**src/rtl/note_tone_gen.sv**
```systemverilog
// note_tone_gen: one-hot note + octave + volume -> square tone and PCM stream.
// Ports: clk, rst (async, active-high); i_note one-hot (bit11=C .. bit0=B),
//   i_octave (freq x 2^oct), i_volume (0..15); o_square buzzer tone;
//   o_sample/o_valid/i_ready PCM handshake; o_overrun drop pulse; o_busy.
// Build option: NOTE_TONE_GEN_ENVELOPE_EN adds an attack/sustain/release
//   level envelope stepped every env_step sample ticks.
module note_tone_gen #(
   parameter int clk_mhz    = 50,
   parameter int w_note     = 12,
   parameter int w_sample   = 24,
   parameter int sample_div = 1042,
   parameter int env_step   = 48
) (
   input  logic                clk,
   input  logic                rst,
   input  logic [w_note-1:0]   i_note,
   input  logic [1:0]          i_octave,
   input  logic [3:0]          i_volume,
   output logic                o_square,
   output logic [w_sample-1:0] o_sample,
   output logic                o_valid,
   input  logic                i_ready,
   output logic                o_overrun,
   output logic                o_busy
);

   localparam int SDW = $clog2(sample_div + 1);
   localparam longint unsigned CLK_X100 = 64'(clk_mhz) * 64'd100_000_000;

   // Half period in clocks for octave 4, from frequency in Hz*100.
   function automatic logic [19:0] half_of(input longint unsigned f100);
      longint unsigned q;
      q = CLK_X100 / (64'd2 * f100);
      return q[19:0];
   endfunction

   // Index 0 = C ... 11 = B.
   localparam logic [19:0] HALF [12] = '{
      half_of(64'd26163), half_of(64'd27718), half_of(64'd29366),
      half_of(64'd31113), half_of(64'd32963), half_of(64'd34923),
      half_of(64'd36999), half_of(64'd39200), half_of(64'd41530),
      half_of(64'd44000), half_of(64'd46616), half_of(64'd49388)
   };

`ifdef NOTE_TONE_GEN_ENVELOPE_EN
   localparam int EW = $clog2(env_step + 1);
   typedef enum logic [1:0] {
      S_IDLE, S_ATTACK, S_SUSTAIN, S_RELEASE
   } state_e;
   localparam state_e S_ENTRY = S_ATTACK;
`else
   typedef enum logic {S_IDLE, S_PLAY} state_e;
   localparam state_e S_ENTRY = S_PLAY;
`endif

   state_e              state_q, state_d;
   logic [19:0]         cnt_q, cnt_d;
   logic [19:0]         hp_q, hp_d;
   logic                sq_q, sq_d;
   logic [SDW-1:0]      sdiv_q, sdiv_d;
   logic [w_sample-1:0] sample_q, sample_d;
   logic                valid_q, valid_d;
   logic                ovr_q, ovr_d;

   logic [3:0]          note_cnt;
   logic [19:0]         note_hp;
   logic [19:0]         hp_in;
   logic                note_ok;
   logic                tick;
   logic                wrap;
   logic [3:0]          level;
   logic [w_sample-1:0] amp;

`ifdef NOTE_TONE_GEN_ENVELOPE_EN
   logic [3:0]    level_q, level_d;
   logic [EW-1:0] env_q, env_d;
   logic          step;
`endif

   // Multi-hot vectors are counted so they decode as silence.
   always_comb begin
      note_cnt = '0;
      note_hp  = '0;
      for (int i = 0; i < w_note; i++) begin
         if (i_note[i]) begin
            note_cnt = note_cnt + 4'd1;
            note_hp  = HALF[w_note-1-i];
         end
      end
   end

   assign note_ok = (note_cnt == 4'd1);
   assign hp_in   = note_hp >> i_octave;
   assign tick    = (sdiv_q == SDW'(sample_div - 1));
   assign wrap    = (state_q != S_IDLE) && (cnt_q == hp_q - 20'd1);

`ifdef NOTE_TONE_GEN_ENVELOPE_EN
   assign step  = tick && (env_q == EW'(env_step - 1));
   assign level = level_q;
`else
   assign level = (state_q == S_PLAY) ? i_volume : 4'd0;
`endif

   // Tone: inputs only take effect at a wrap, so halves never glitch.
   always_comb begin
      state_d = state_q;
      cnt_d   = cnt_q + 20'd1;
      hp_d    = hp_q;
      sq_d    = sq_q;
      if (state_q == S_IDLE) begin
         cnt_d = '0;
         sq_d  = 1'b0;
         if (note_ok) begin
            state_d = S_ENTRY;
            hp_d    = hp_in;
         end
      end else if (wrap) begin
         cnt_d = '0;
         sq_d  = ~sq_q;
`ifdef NOTE_TONE_GEN_ENVELOPE_EN
         if (note_ok) hp_d = hp_in;
`else
         if (note_ok) begin
            hp_d = hp_in;
         end else begin
            state_d = S_IDLE;
            sq_d    = 1'b0;
         end
`endif
      end
`ifdef NOTE_TONE_GEN_ENVELOPE_EN
      level_d = level_q;
      env_d   = env_q;
      if (tick) env_d = step ? '0 : env_q + EW'(1);
      unique case (state_q)
         S_IDLE: begin
            level_d = '0;
            env_d   = '0;
         end
         S_ATTACK: begin
            if (wrap && !note_ok) state_d = S_RELEASE;
            else if (level_q >= i_volume) state_d = S_SUSTAIN;
            else if (step) level_d = level_q + 4'd1;
         end
         S_SUSTAIN: begin
            level_d = i_volume;
            if (wrap && !note_ok) state_d = S_RELEASE;
         end
         S_RELEASE: begin
            if (level_q == 4'd0) begin
               state_d = S_IDLE;
               cnt_d   = '0;
               sq_d    = 1'b0;
            end else begin
               if (wrap && note_ok) state_d = S_ATTACK;
               if (step) level_d = level_q - 4'd1;
            end
         end
         default: ;
      endcase
`endif
   end

   // Sample stream: amp = level << (w_sample-5), level 1 -> 0x080000.
   always_comb begin
      sdiv_d   = tick ? '0 : sdiv_q + SDW'(1);
      amp      = {{(w_sample-4){1'b0}}, level} << (w_sample - 5);
      sample_d = sample_q;
      valid_d  = valid_q;
      ovr_d    = 1'b0;
      if (tick) begin
         sample_d = sq_q ? amp : -amp;
         valid_d  = 1'b1;
         ovr_d    = valid_q & ~i_ready;
      end else if (valid_q && i_ready) begin
         valid_d = 1'b0;
      end
   end

   always_ff @(posedge clk or posedge rst) begin
      if (rst) begin
         state_q  <= S_IDLE;
         cnt_q    <= '0;
         hp_q     <= '0;
         sq_q     <= 1'b0;
         sdiv_q   <= '0;
         sample_q <= '0;
         valid_q  <= 1'b0;
         ovr_q    <= 1'b0;
      end else begin
         state_q  <= state_d;
         cnt_q    <= cnt_d;
         hp_q     <= hp_d;
         sq_q     <= sq_d;
         sdiv_q   <= sdiv_d;
         sample_q <= sample_d;
         valid_q  <= valid_d;
         ovr_q    <= ovr_d;
      end
   end

`ifdef NOTE_TONE_GEN_ENVELOPE_EN
   always_ff @(posedge clk or posedge rst) begin
      if (rst) begin
         level_q <= '0;
         env_q   <= '0;
      end else begin
         level_q <= level_d;
         env_q   <= env_d;
      end
   end
`endif

   assign o_square  = sq_q;
   assign o_sample  = sample_q;
   assign o_valid   = valid_q;
   assign o_overrun = ovr_q;
   assign o_busy    = (state_q != S_IDLE);

endmodule
```
**config.mk**
```make
export PLATFORM = sky130hd
export DESIGN_NAME = note_tone_gen
export DESIGN_NICKNAME = d
export VERILOG_FILES = /design/src/rtl/note_tone_gen.sv
export SDC_FILE = /design/constraint.sdc
export NUM_CORES = 1
export LEC_CHECK = 0
export BUFFER_PORTS_ARGS = -buffer_cell sky130_fd_sc_hd__buf_2
export CAP_MARGIN = 20
export CELL_PAD_IN_SITES_DETAIL_PLACEMENT = 0
export CELL_PAD_IN_SITES_GLOBAL_PLACEMENT = 1
export CORE_MARGIN = 8
export CORE_UTILIZATION = 40
export DETAILED_ROUTE_END_ITERATION = 16
export PLACE_DENSITY = 0.73
export SYNTH_ARGS = -nofsm -noshare
export SYNTH_HDL_FRONTEND = slang
export SYNTH_SLANG_ARGS = --single-unit
```
**constraint.sdc**
```tcl
create_clock -name clk -period 3.92 [get_ports clk]
set_input_delay 0.784 -clock clk [delete_from_list [all_inputs] [get_ports clk]]
set_output_delay 0.784 -clock clk [all_outputs]
set_load 0.1 [all_outputs]
```
==> reports/summary.txt <==
Outcome: finished with violations
Failing checks: negative setup slack
Unrepaired setup endpoints after global routing: true
All-Layer GR Usage: 15.7%
CTS root buffer: clkbuf_16
Fmax: 0.142 GHz
# setup viols final: 19
P&R area growth vs syn: 24.9%
Cell Area, Synth: 0.00490 mm²
Post-route ant nets: 0
Antenna cell count: 0
Clk_lat worst skew: 0.32 ns
GP Congestion: 0.850
Worst path required time: 4.12 ns
Maximum number of pins on one net before global-route repair: 38
Worst Hold Class: in -> async
Final worst path period share: 180%
Slew Limit Fails: 0
Core Area: 0.0120 mm²
P_leak: 0.00281 µW
# rows: 40
Final net count: 700
Worst relative slew slack: 64.3%
CP max-delay cell: ha_1
Worst-path clk slew: 0.05 ns
Routed vias/inst: 5.24
Final TNS setup: -57.94 ns
Die Height: 127 µm
Post-synth EDFFs: 0
YS warnings: 0
Async SR Flop Fraction: 100%
CTS tree: done
WL/cell: 15.0 µm
FF+latch count, synth: 57
Mapped Cells: 578
Dpl cells: 778
CTS max path bufs: 2
Final wirelength: 12.2 mm
Syn avg cell area: 8.48 µm²
DIE AREA: 0.0161 mm²
First-pass GRT wire length: 21.0 mm
Hold Fails Final Rpt: 0
Fillcell total: 1,113
Gr ovfl total: 0
Final setup margin: -3.13 ns
Pre-CTS WS: -3.73 ns
Setup Skew: 0.00564 ns
CTS Buf Count: 9
Port bufs: 29
Post-route insts no fill: 813
Initial antenna violation count: 0
Commonest cells after routing, fill and taps aside: nor2_1, buf_4, dfrtp_1
Crit-path max FO: 8
Drt pass-1 iters: 5
I/O pin total: 49
Via Count: 4,264
Critical setup path kind: in -> reg
Most common cell after layout, fill and taps aside: nor2_1
Residual DRC: 0
Pwr Total: 2490 µW
Register area share after synthesis: 29.1%
Final Critical Period: 7.05 ns
PwrDens: 406 mW/mm²
Crit path top cell by count: ha_4
Max stage delay on crit path: 0.30 ns
1st-iter DRT viols: 262
Sink Count: 57
DP HPWL: 9.17 mm
Unique masters post-synth: 73
Starting density of the core: 40.8%
Vias in the first global route: 4,372
Critical Path End Type: register
Post-synth top flop: dfrtp_1
H-tree depth: 3
Util after Layout: 50.9%
VDD IR max: 346 µV
Startpoint Class: input port
Worst EP arrival: 7.25 ns
Share of layout cells above drive strength 1: 27.2%
Die Wd: 127 µm
Worst slew pin tran: 0.531 ns
Cts hold-fix bufs: 0
Max-Cap Viols: 0
## power breakdown
part           leakage (µW)       switching, µW  total, µW  internal, µW
clock network      0.000144                 248        718           471
registers          0.000731  0.0000000000000264        590           590
logic               0.00193                 564       1180           614
## repair_timing
| action | in CTS | in global routing |
|---|---|---|
| resized for setup | 22 | 6 |
| pin swaps | 5 | 1 |
| cloned | 1 | 0 |
| setup endpoints to repair | 19 | 19 |
| buffers inserted | 15 | 5 |
## synthesized netlist by cell type, types with 5 or more instances
master    count  share of area [%]
a21oi_1      18                1.8
a31oi_1       9                1.1
and3_1        9                1.1
buf_4        19                2.9
clkbuf_1     21                1.6
dfrtp_1      57                 29
ha_1         17                4.3
inv_1        19                1.5
mux2_2       12                2.8
mux2_4        9                2.8
nand2_1      56                4.3
nand2b_1     11                1.4
nand3_1      19                1.9
nand4_1      12                1.5
nor2_1       74                5.7
nor2b_1       8                1.0
nor3_1       12                1.2
nor4_1        5               0.64
o21ai_0      31                3.2
or4_1         5               0.77
xnor2_1      39                7.0
xor2_1       27                4.8
## metal layers
metal | GRT usage (%) | share of wire (%) | vias to the layer above
met5 | 0 | 0 | -
met2 | 25.4 | 46 | 85
li1 | - | - | 2164
met3 | 3.77 | 4.9 | 16
met1 | 20.7 | 48 | 1999
met4 | 3.71 | 1.1 | 0
## metrics by stage
step	hold WS (ns)	area, µm²
floorplan	0.461	5100
global placement	0.462	5570
detailed placement	0.470	5570
CTS	0.483	6080
global route	0.504	6120
finish	0.471	6120
## cell type report
| cell class | instances | area, µm² | area share [%] |
|---|---|---|---|
| clock buffer | 12 | 267 | 4.35 |
| clock inverter | 3 | 15.0 | 0.245 |
| inverter | 20 | 87.6 | 1.43 |
| multi-input combinational | 472 | 3390 | 55.4 |
| sequential | 57 | 1430 | 23.3 |
| tap | 147 | 184 | 3.01 |
| timing repair buffer | 102 | 749 | 12.2 |
## final timing paths
| kind | from | endpoint | slack (ns) | cells after the start |
|---|---|---|---|---|
| max in group asynchronous | rst | o_valid | 2.61 | 3 |
| worst min register to register | o_sample[20] | o_sample[20] | 0.48 | 2 |
| worst min-delay path | rst | cnt_q[6] | 0.47 | 2 |
| worst max register to register | hp_q[2] | hp_q[6] | 0.40 | 11 |
| min in group clk | o_sample[20] | o_sample[20] | 0.48 | 2 |
| worst max-delay path | i_note[1] | hp_q[6] | -3.13 | 36 |
## kinds of logic after synthesis
logic type	Yosys count	synth area share, %
and+or+nand+nor	235	23.7
AOI/OAI and AO/OA	101	13.8
xor gates and xnor gates	74	15.1
buffers and inverters	67	6.97
DFF	57	29.1
muxes	26	6.79
adders and majority gates	17	4.34
other	1	0.0765
## critical path, delay by kind of cell
kind,cells,cell delay [ns]
AO/OA/AOI/OAI,8,1.36
XOR/XNOR,2,0.40
adder cells (fa/ha/maj),10,2.39
buffers and inverters,6,0.53
multiplexers,5,1.33
AND/OR/NAND/NOR,5,0.41
## flip-flops by register name (all words and copies together) (netlist names)
name	count
sdiv_q	11
o_sample	5
cnt_q	20
o_square	1
o_valid	1
o_overrun	1
hp_q	17
o_busy	1
Power figures use the tool's default switching activity.
